$ cat src/rtl/lda_pkg.sv
// Shared types and defaults for the LDA command scheduler and its arbiter.
// Holds the FSM state encoding, coordinate/colour typedefs and an index-wrap helper.
package lda_pkg;

  typedef enum logic [1:0] {
    S_IDLE  = 2'd0,
    S_START = 2'd1,
    S_WAIT  = 2'd2,
    S_RESP  = 2'd3
  } state_e;

  localparam int LDA_X_W         = 9;
  localparam int LDA_Y_W         = 8;
  localparam int LDA_COLOR_W     = 3;
  localparam int LDA_TIMEOUT_CYC = 65535;

  typedef logic [LDA_X_W-1:0]     coord_x_t;
  typedef logic [LDA_Y_W-1:0]     coord_y_t;
  typedef logic [LDA_COLOR_W-1:0] color_t;

  // Folds an index in [0, 2n) back into [0, n); callers never exceed 2n-1.
  function automatic int wrapIdx(input int idx, input int n);
    return (idx >= n) ? idx - n : idx;
  endfunction

endpackage

$ cat src/rtl/rr_arbiter.sv
// Purely combinational round-robin picker: first asserted request at or after ptr_i,
// wrapping around. The pointer register lives in the caller.
module rr_arbiter
  import lda_pkg::*;
#(
  parameter int NUM_REQ = 2,
  parameter int IDX_W   = (NUM_REQ > 1) ? $clog2(NUM_REQ) : 1
) (
  input  logic [NUM_REQ-1:0] req_i,
  input  logic [IDX_W-1:0]   ptr_i,
  output logic [NUM_REQ-1:0] grant_o,
  output logic [IDX_W-1:0]   grantIdx_o,
  output logic               anyReq_o
);

  int cand;

  always_comb begin
    grant_o    = '0;
    grantIdx_o = '0;
    anyReq_o   = 1'b0;
    cand       = 0;
    for (int k = 0; k < NUM_REQ; k++) begin
      cand = wrapIdx(int'(ptr_i) + k, NUM_REQ);
      if (!anyReq_o && req_i[IDX_W'(cand)]) begin
        anyReq_o                = 1'b1;
        grant_o[IDX_W'(cand)]   = 1'b1;
        grantIdx_o              = IDX_W'(cand);
      end
    end
  end

endmodule

$ cat src/rtl/lda_cmd_scheduler.sv
// Shares one line-draw engine between NUM_REQ requesters: round-robin accept, start
// pulse, wait for done under a watchdog, then a one-cycle response to the winner.
module lda_cmd_scheduler
  import lda_pkg::*;
#(
  parameter int NUM_REQ     = 2,
  parameter int X_W         = LDA_X_W,
  parameter int Y_W         = LDA_Y_W,
  parameter int COLOR_W     = LDA_COLOR_W,
  parameter int TIMEOUT_CYC = LDA_TIMEOUT_CYC
) (
  input  logic                     clk,
  input  logic                     reset,
  input  logic [NUM_REQ-1:0]       req_valid,
  output logic [NUM_REQ-1:0]       req_ready,
  input  logic [NUM_REQ*X_W-1:0]   req_x0,
  input  logic [NUM_REQ*X_W-1:0]   req_x1,
  input  logic [NUM_REQ*Y_W-1:0]   req_y0,
  input  logic [NUM_REQ*Y_W-1:0]   req_y1,
  input  logic [NUM_REQ*COLOR_W-1:0] req_color,
  output logic                     lda_start,
  output logic [X_W-1:0]           lda_x0,
  output logic [X_W-1:0]           lda_x1,
  output logic [Y_W-1:0]           lda_y0,
  output logic [Y_W-1:0]           lda_y1,
  output logic [COLOR_W-1:0]       lda_color,
  input  logic                     lda_done,
  output logic [NUM_REQ-1:0]       rsp_valid,
  output logic                     rsp_err,
  output logic                     busy
);

  localparam int IDX_W = (NUM_REQ > 1) ? $clog2(NUM_REQ) : 1;
  localparam int WD_W  = $clog2(TIMEOUT_CYC + 1);

  state_e             state_q, state_d;
  logic [IDX_W-1:0]   rrPtr_q;
  logic [IDX_W-1:0]   grantIdx_q;
  logic [WD_W-1:0]    wd_q, wd_d;
  logic               err_q, err_d;
  logic [X_W-1:0]     x0_q, x1_q;
  logic [Y_W-1:0]     y0_q, y1_q;
  logic [COLOR_W-1:0] color_q;

  logic [NUM_REQ-1:0] arbGrant;
  logic [IDX_W-1:0]   arbIdx;
  logic               anyReq;
  logic               accept;

  logic [X_W-1:0]     reqX0Arr    [NUM_REQ];
  logic [X_W-1:0]     reqX1Arr    [NUM_REQ];
  logic [Y_W-1:0]     reqY0Arr    [NUM_REQ];
  logic [Y_W-1:0]     reqY1Arr    [NUM_REQ];
  logic [COLOR_W-1:0] reqColorArr [NUM_REQ];

  rr_arbiter #(
    .NUM_REQ (NUM_REQ),
    .IDX_W   (IDX_W)
  ) u_arb (
    .req_i      (req_valid),
    .ptr_i      (rrPtr_q),
    .grant_o    (arbGrant),
    .grantIdx_o (arbIdx),
    .anyReq_o   (anyReq)
  );

  always_comb begin
    for (int i = 0; i < NUM_REQ; i++) begin
      reqX0Arr[i]    = req_x0[i*X_W +: X_W];
      reqX1Arr[i]    = req_x1[i*X_W +: X_W];
      reqY0Arr[i]    = req_y0[i*Y_W +: Y_W];
      reqY1Arr[i]    = req_y1[i*Y_W +: Y_W];
      reqColorArr[i] = req_color[i*COLOR_W +: COLOR_W];
    end
  end

  assign accept = (state_q == S_IDLE) && anyReq;

  always_ff @(posedge clk or negedge reset) begin
    if (!reset) begin
      state_q <= S_IDLE;
      wd_q    <= '0;
      err_q   <= 1'b0;
    end else begin
      state_q <= state_d;
      wd_q    <= wd_d;
      err_q   <= err_d;
    end
  end

  // Done takes priority over watchdog expiry when both land in the same cycle.
  always_comb begin
    state_d = state_q;
    wd_d    = wd_q;
    err_d   = err_q;
    case (state_q)
      S_IDLE: begin
        if (anyReq) state_d = S_START;
      end
      S_START: begin
        wd_d    = '0;
        state_d = S_WAIT;
      end
      S_WAIT: begin
        if (lda_done) begin
          state_d = S_RESP;
          err_d   = 1'b0;
        end else if (wd_q == WD_W'(TIMEOUT_CYC - 1)) begin
          state_d = S_RESP;
          err_d   = 1'b1;
        end else begin
          wd_d = wd_q + 1'b1;
        end
      end
      S_RESP: begin
        state_d = S_IDLE;
      end
      default: begin
        state_d = S_IDLE;
      end
    endcase
  end

  always_comb begin
    req_ready = '0;
    lda_start = 1'b0;
    rsp_valid = '0;
    rsp_err   = 1'b0;
    busy      = 1'b1;
    case (state_q)
      S_IDLE: begin
        busy      = 1'b0;
        req_ready = arbGrant;
      end
      S_START: begin
        lda_start = 1'b1;
      end
      S_RESP: begin
        rsp_valid[grantIdx_q] = 1'b1;
        rsp_err               = err_q;
      end
      default: begin
        busy = 1'b1;
      end
    endcase
  end

  // Command latch and round-robin pointer only move on an accept.
  always_ff @(posedge clk or negedge reset) begin
    if (!reset) begin
      rrPtr_q    <= '0;
      grantIdx_q <= '0;
      x0_q       <= '0;
      x1_q       <= '0;
      y0_q       <= '0;
      y1_q       <= '0;
      color_q    <= '0;
    end else if (accept) begin
      rrPtr_q    <= IDX_W'(wrapIdx(int'(arbIdx) + 1, NUM_REQ));
      grantIdx_q <= arbIdx;
      x0_q       <= reqX0Arr[arbIdx];
      x1_q       <= reqX1Arr[arbIdx];
      y0_q       <= reqY0Arr[arbIdx];
      y1_q       <= reqY1Arr[arbIdx];
      color_q    <= reqColorArr[arbIdx];
    end
  end

  assign lda_x0    = x0_q;
  assign lda_x1    = x1_q;
  assign lda_y0    = y0_q;
  assign lda_y1    = y1_q;
  assign lda_color = color_q;

endmodule
$ cat config.mk
export PLATFORM = sky130hd
export DESIGN_NAME = lda_cmd_scheduler
export DESIGN_NICKNAME = d
export VERILOG_FILES = /design/src/rtl/lda_pkg.sv /design/src/rtl/rr_arbiter.sv /design/src/rtl/lda_cmd_scheduler.sv
export SDC_FILE = /design/constraint.sdc
export NUM_CORES = 1
export LEC_CHECK = 0
export BUFFER_PORTS_ARGS = -buffer_cell sky130_fd_sc_hd__buf_2
export CAP_MARGIN = 10
export CORE_UTILIZATION = 44
export DETAILED_ROUTE_END_ITERATION = 8
export HOLD_SLACK_MARGIN = 0.05
export PLACE_DENSITY_LB_ADDON = 0.08
export SYNTH_ARGS = -nofsm -noshare
export SYNTH_HDL_FRONTEND = slang
export SYNTH_SLANG_ARGS = --single-unit
$ cat constraint.sdc
create_clock -name clk -period 1.8 [get_ports clk]
set_clock_uncertainty 0.05 [all_clocks]
set_input_delay 0.18 -clock clk [delete_from_list [all_inputs] [get_ports clk]]
set_output_delay 0.18 -clock clk [all_outputs]
set_load 0.02 [all_outputs]
==> impl_results.md, run 1 <==
* Total routed wirelength at 6.96 mm
* DRT Pass-1 Iters at 6
* Largest area contributor in the netlist: dfrtp_1
* Routed WL per cell at 13.0 um
* Post-route non-filler standard cell count at 537
* Fmax at 0.566 GHz
* Number of synthesized flops with an enable pin at 0
* Final GP Congestion at 0.823
* CP Cell Sequence: inv_2 > ha_2 > and4b_2 > buf_4 > nand4_1 > o31ai_1 > a31oi_1
* Largest net degree at the start of global routing at 59
* Most used DFF post-synth: dfrtp_1
* Syn_nets at 393
* Worst EP arrival at 1.92 ns
* Tot Pwr at 6.39 mW
* Max-cap violations at 0
* Power per cell area at 1520 nW/um^2
* Root Driver: clkbuf_8
* Max FO, Critical Path at 5
* Vias per inst at 5.14
* Most common cell in the netlist: dfrtp_1
* Via count at 2759
* Post-Syn Area at 2990 um^2
* Starting density of the core at 0.463
* First-pass GRT wire length at 11.4 mm
* Distinct cells, synth at 45
* Final hold vios at 0
* Final period utilization at 0.981
* DP Cell Count at 508
* Worst hold margin at 0.0911 ns
* Max incr delay on CP at 0.42 ns
* Setup crit end kind: flip-flop
* Worst Hold Class: in2reg
* WP data required at 1.95 ns
* Nets at 542
* CTS tree: done
* Failing checks: DRC
* Post-route setup slack at 0.0345 ns
* Clk slew on worst S/H paths at 0.07 ns
* Final Max Slew Viols at 0
* Crit-path slowest cell: dfrtp_1
* # port buffers at 120
* Post-route core utilization at 0.651
* Num Clock Sinks at 58
* Die footprint at 7140 um^2
* Layout cells sized above 1 at 0.424
* Residual DRC at 9
* Synth top area share at 0.485
* Status: finished, violations left
* Placed inst area at 3800 um^2
* Die width at 84.5 um
* Worst setup path class: reg2reg
* Iteration-0 DRC Markers at 126
* Total GRT Usage at 0.199
* Sequential area share after synthesis at 0.485
* CP top delay family: flip-flops
* Endpoints failing setup at 0
* Top cells by count, synth: dfrtp_1 (58), nand2_1 (50), o21ai_0 (45), mux2i_1 (40), a31oi_1 (16)
* Site row count at 29
* Ys Warns at 0
* Final TNS setup at 0 ns
* # fillers at 559
* Synth top area cells: dfrtp_1 (48%), mux2i_1 (13%), o21ai_0 (7.5%)
* Design area at 4200 um^2
* Post-Place Worst Slack at 0.0111 ns
* Post-synth ARST share at 1.00
* Core area at 6460 um^2
* Clock Tree Buf Depth at 2
* Vias in the first global route at 2545
* Diode count at 0
* Yosys reg bits at 58
* DIE HEIGHT at 84.5 um
* TritonCTS Buffers at 9
* Post-DP HPWL at 4.84 mm
* Initial antenna violation count at 0
* Avg Inst Size Synth at 9.75 um^2
* Unrepaired setup endpoints after global routing: yes
* Startpoint types: flip-flop
* Fin crit period at 1.77 ns
* Layout area overhead at 40.4%
* Clock latency on the worst-skew pair at 0.32 ns
* VDD IR max at 0.000952 V
* # H-tree levels at 3
* WP buf/inv at 2
* LEAKAGE at 2.22 nW
* Post-route ant nets at 0
* Gate Count Post-Synth at 307
* GR Overflow Total at 0
* IO Pins at 123
metal layers:
| layer | part of all wire | vias to the layer above | GRT usage |
|---|---|---|---|
| li1 | - | 1376 | - |
| met1 | 0.44 | 1264 | 0.254 |
| met2 | 0.48 | 105 | 0.335 |
| met3 | 0.061 | 14 | 0.0383 |
| met4 | 0.022 | 0 | 0.0832 |
| met5 | 0 | - | 0 |
path summary, 6_finish.rpt:
kind | end | depth (start not counted) | slack (ns) | startpoint
max | wd_q[11] | 7 | 0.03 | state_q[0]
min | lda_y0[0] | 3 | 0.09 | req_y0[0]
max reg2reg | wd_q[11] | 7 | 0.03 | state_q[0]
min reg2reg | lda_x0[3] | 2 | 0.42 | lda_x0[3]
max in group asynchronous | rrPtr_q | 3 | 1.10 | reset
min in group asynchronous | wd_q[8] | 3 | 0.33 | reset
where the power goes:
| part | internal [mW] | leakage [nW] | switching (mW) | total [mW] |
|---|---|---|---|---|
| combinational | 1.29 | 1.36 | 1.79 | 3.08 |
| sequential | 1.77 | 0.745 | 0.230 | 2.00 |
| clock | 0.807 | 0.112 | 0.500 | 1.31 |
worst register-to-register path, stage by stage, from the launching register on:
cell and delay (ns):
dfrtp_1 0.42, inv_2 0.07, ha_2 0.20, and4b_2 0.31, buf_4 0.14, nand4_1 0.11, o31ai_1 0.23, a31oi_1 0.11
area by class of cell:
| type | count | area [um^2] | share of cell area |
|---|---|---|---|
| Sequential cell | 58 | 1450 | 0.346 |
| Tap cell | 77 | 96.3 | 0.0229 |
| Inverter | 7 | 26.3 | 0.00625 |
| Multi-Input combinational cell | 222 | 1490 | 0.355 |
| Clock inverter | 5 | 78.8 | 0.0188 |
| Timing Repair Buffer | 158 | 918 | 0.219 |
| Clock buffer | 10 | 138 | 0.0328 |
kinds of logic (layout without fill, tap and decap cells):
kind of cell / count (synthesis) / after routing / synth area share
adder cells (fa/ha/maj): 7 / 7 / 0.0293
AO/OA/AOI/OAI: 78 / 78 / 0.149
multiplexers: 41 / 41 / 0.138
buffers and inverters: 27 / 180 / 0.0401
XOR/XNOR: 3 / 3 / 0.00878
flip-flops: 58 / 58 / 0.485
other: 1 / 1 / 0.00125
AND/OR/NAND/NOR: 92 / 92 / 0.149
flip-flops by register name, summed over array words and instances, names as in the netlist:
signal and cells:
state_q 2, lda_y0 8, lda_color 3, lda_x1 9
err_q 1, grantIdx_q 1, rrPtr_q 1, lda_x0 9
wd_q 16, lda_y1 8
layout by cell type, fill, tap and decap left out, types with 3 or more instances in the layout:
master and n:
a31oi_1 16, clkbuf_8 10, mux2i_1 40, nor2_1 10
ha_1 4, and2_1 5, nand4_1 4, inv_1 4
nand2_1 49, buf_2 119, a21oi_1 6, and3_1 3
dfrtp_1 57, nand3_1 3, buf_4 35, o21ai_0 44
inv_2 3
timing repair:
item                                    4_1_cts  5_1_grt
endpoints found under the setup margin        3       16
pin swaps                                     0        3
hold buffers                                  2        0
endpoints found under the hold margin        59        0
setup buffers                                 0       12
gates resized for setup                       3       16
(Power assumes the default switching activity.)
==> run 2: changes to the inputs <==
- ABC_AREA: not set -> 1
==> run 2 against run 1 <==
The run now ends clean. Utilization increased by 0.65 points. Synthesized area rose by 5.8%. Via count grew 27%. Flip-flop and latch count did not move. Clock-buffer cell count grew 3. Die area increased by 5.6%. Global-route usage up 6.8 points. Sequential share of layout area is 2.4 points lower. Routed wire length is 38% higher. Largest cell class unchanged.
==> impl_results.md, run 2 <==
* FF/Latch Area at 1450 um^2
* Clock network power share at 0.167
* Post-Syn Area at 3170 um^2
* GR Overflow Total at 0
* Sequential share of power at 0.329
* Placed inst area at 3890 um^2
* TritonCTS Buffers at 9
* Iteration-0 DRC Markers at 233
* Switch Pwr at 2.86 mW
* Root Driver: clkbuf_8
* CTS tree: done
* Power per cell area at 1400 nW/um^2
* Final GP Congestion at 0.794
* Residual DRC at 0
* Synth top area cells: dfrtp_1 (46%), nand2_1 (15%), nand3_1 (8.4%)
* DIE HEIGHT at 86.8 um
* Syn_nets at 498
* Grt met2 use at 0.451
* Starting density of the core at 0.461
* Post-route ant nets at 0
* Vias in the first global route at 3389
* Yosys reg bits at 58
* # H-tree levels at 3
* Num Clock Sinks at 58
* Final Max Slew Viols at 0
* Worst hold margin at 0.0536 ns
* # fillers at 599
* Avg Inst Size Synth at 7.68 um^2
* Post-route non-filler standard cell count at 674
* Status: complete, no violations
* Fmax at 0.583 GHz
* Setup crit end kind: flip-flop
* Die footprint at 7540 um^2
* LEAKAGE at 2.29 nW
* WP data required at 1.97 ns
* Unrepaired setup endpoints after global routing: yes
* Via count at 3510
* Most common cell after layout, fill and taps aside: nand2_1
* Total routed wirelength at 9.64 mm
* DRT Pass-1 Iters at 5
* Switching Share at 0.454
* Number of synthesized flops with an enable pin at 0
* Layout area overhead at 42.6%
* Ys Warns at 0
* IO Pins at 123
* Synth top area share at 0.458
* Diode count at 0
* Tot Pwr at 6.30 mW
* Max FO, Critical Path at 4
* # port buffers at 120
* Clock latency on the worst-skew pair at 0.34 ns
* Post-route core utilization at 0.657
* Commonest non-fill, non-tap cells in the layout: nand2_1 (126), buf_2 (119), dfrtp_1 (58), nand3_1 (53), nand4_1 (35)
* Die width at 86.8 um
* First-pass GRT wire length at 15.5 mm
* Clk slew on worst S/H paths at 0.07 ns
* Final period utilization at 0.952
* Most used DFF post-synth: dfrtp_1
* Post-DP HPWL at 6.09 mm
* Total GRT Usage at 0.267
* Post-Place Worst Slack at -0.0161 ns
* Top cells by count, synth: nand2_1 (128), dfrtp_1 (58), nand3_1 (53), nand4_1 (35), inv_1 (32)
* Site row count at 30
* Distinct cells, synth at 25
* Max reg flops at 16
* Footprint of the multi-input gates at 1530 um^2
* DP Cell Count at 617
* Int Pwr at 3.44 mW
* Most common cell in the netlist: nand2_1
* Worst EP arrival at 1.88 ns
* Routed WL per cell at 14.3 um
* Layout cells sized above 1 at 0.304
* Part of the power in combinational logic at 0.504
* Design area at 4510 um^2
* Final TNS setup at 0 ns
* Final hold vios at 0
* Met1 usage at 0.327
* Worst Hold Class: in2reg
* Post-synth ARST share at 1.00
* Endpoints failing setup at 0
* Max-cap violations at 0
* Startpoint types: flip-flop
* Gate Count Post-Synth at 412
* Worst setup path class: reg2reg
* Largest area contributor in the netlist: dfrtp_1
* VDD IR max at 0.000683 V
* GR Util met3 at 0.0590
* Clock Tree Buf Depth at 2
* Core area at 6870 um^2
* Initial antenna violation count at 0
* Nets at 659
* Vias per inst at 5.21
* Reg with most FFs: wd_q
* GR peak layer: met2
* Fin crit period at 1.71 ns
* Largest net degree at the start of global routing at 59
* Sequential area share after synthesis at 0.458
* Post-route setup slack at 0.0856 ns
[run 2: logic make-up (layout without fill, tap and decap cells)]
kind of cell	Yosys count	after routing	share of synthesized area
AOI/OAI and AO/OA	37	37	0.0676
xor gates and xnor gates	2	2	0.00553
adders and majority gates	7	7	0.0277
buffers and inverters	55	219	0.0743
DFF	58	58	0.458
other	1	1	0.00118
and+or+nand+nor	252	254	0.365
[run 2: worst paths after layout]
kind,start,to,slack [ns],depth (start not counted)
worst max register to register,wd_q[0],state_q[0],0.09,10
worst min register to register,lda_y0[3],lda_y0[3],0.44,2
worst min-delay path,req_y0[8],lda_y0[0],0.05,3
worst max-delay path,wd_q[0],state_q[0],0.09,10
max in group asynchronous,reset,lda_y0[4],1.10,3
min in group asynchronous,reset,err_q,0.33,3
[run 2: per-layer routing]
metal | up-vias | routed length, um
li1 | 1681 | -
met1 | 1659 | 3970
met2 | 146 | 4740
met3 | 24 | 686
met4 | 0 | 241
met5 | - | 0
[run 2: critical path: stages (launching register included)]
cell and delay (ns):
dfrtp_1 0.41, inv_1 0.12, ha_1 0.16, inv_1 0.04, nor2_1 0.13, nand2_2 0.10, o21ai_2 0.22, buf_4 0.15
nand2_1 0.08, nand2_1 0.06, o21ai_1 0.06
[run 2: layout make-up]
class / instances / area share
clock buffers: 13 / 0.0330
clock inverters: 3 / 0.00333
repair buffers: 171 / 0.250
inverters: 32 / 0.0266
multi-input cells: 301 / 0.339
flip-flops and latches: 58 / 0.322
well taps: 96 / 0.0266
[run 2: power by group through the flow]
| stage | sequential, mW | combinational [mW] | clock (mW) |
|---|---|---|---|
| after floorplan | 2.51 | 1.46 | 0 |
| after global placement | 2.06 | 2.83 | 0 |
| after detailed placement | 2.05 | 2.92 | 0 |
| after CTS | 2.06 | 3.06 | 1.07 |
| after global routing | 2.13 | 3.47 | 1.13 |
| final | 2.07 | 3.17 | 1.05 |
[run 2: timing repair]
item	CTS	global route
hold buffers	34	0
endpoints found under the hold margin	91	0
endpoints found under the setup margin	6	21
setup buffers	2	2
resized for setup	8	5
pin swaps	1	3
cloned	1	2
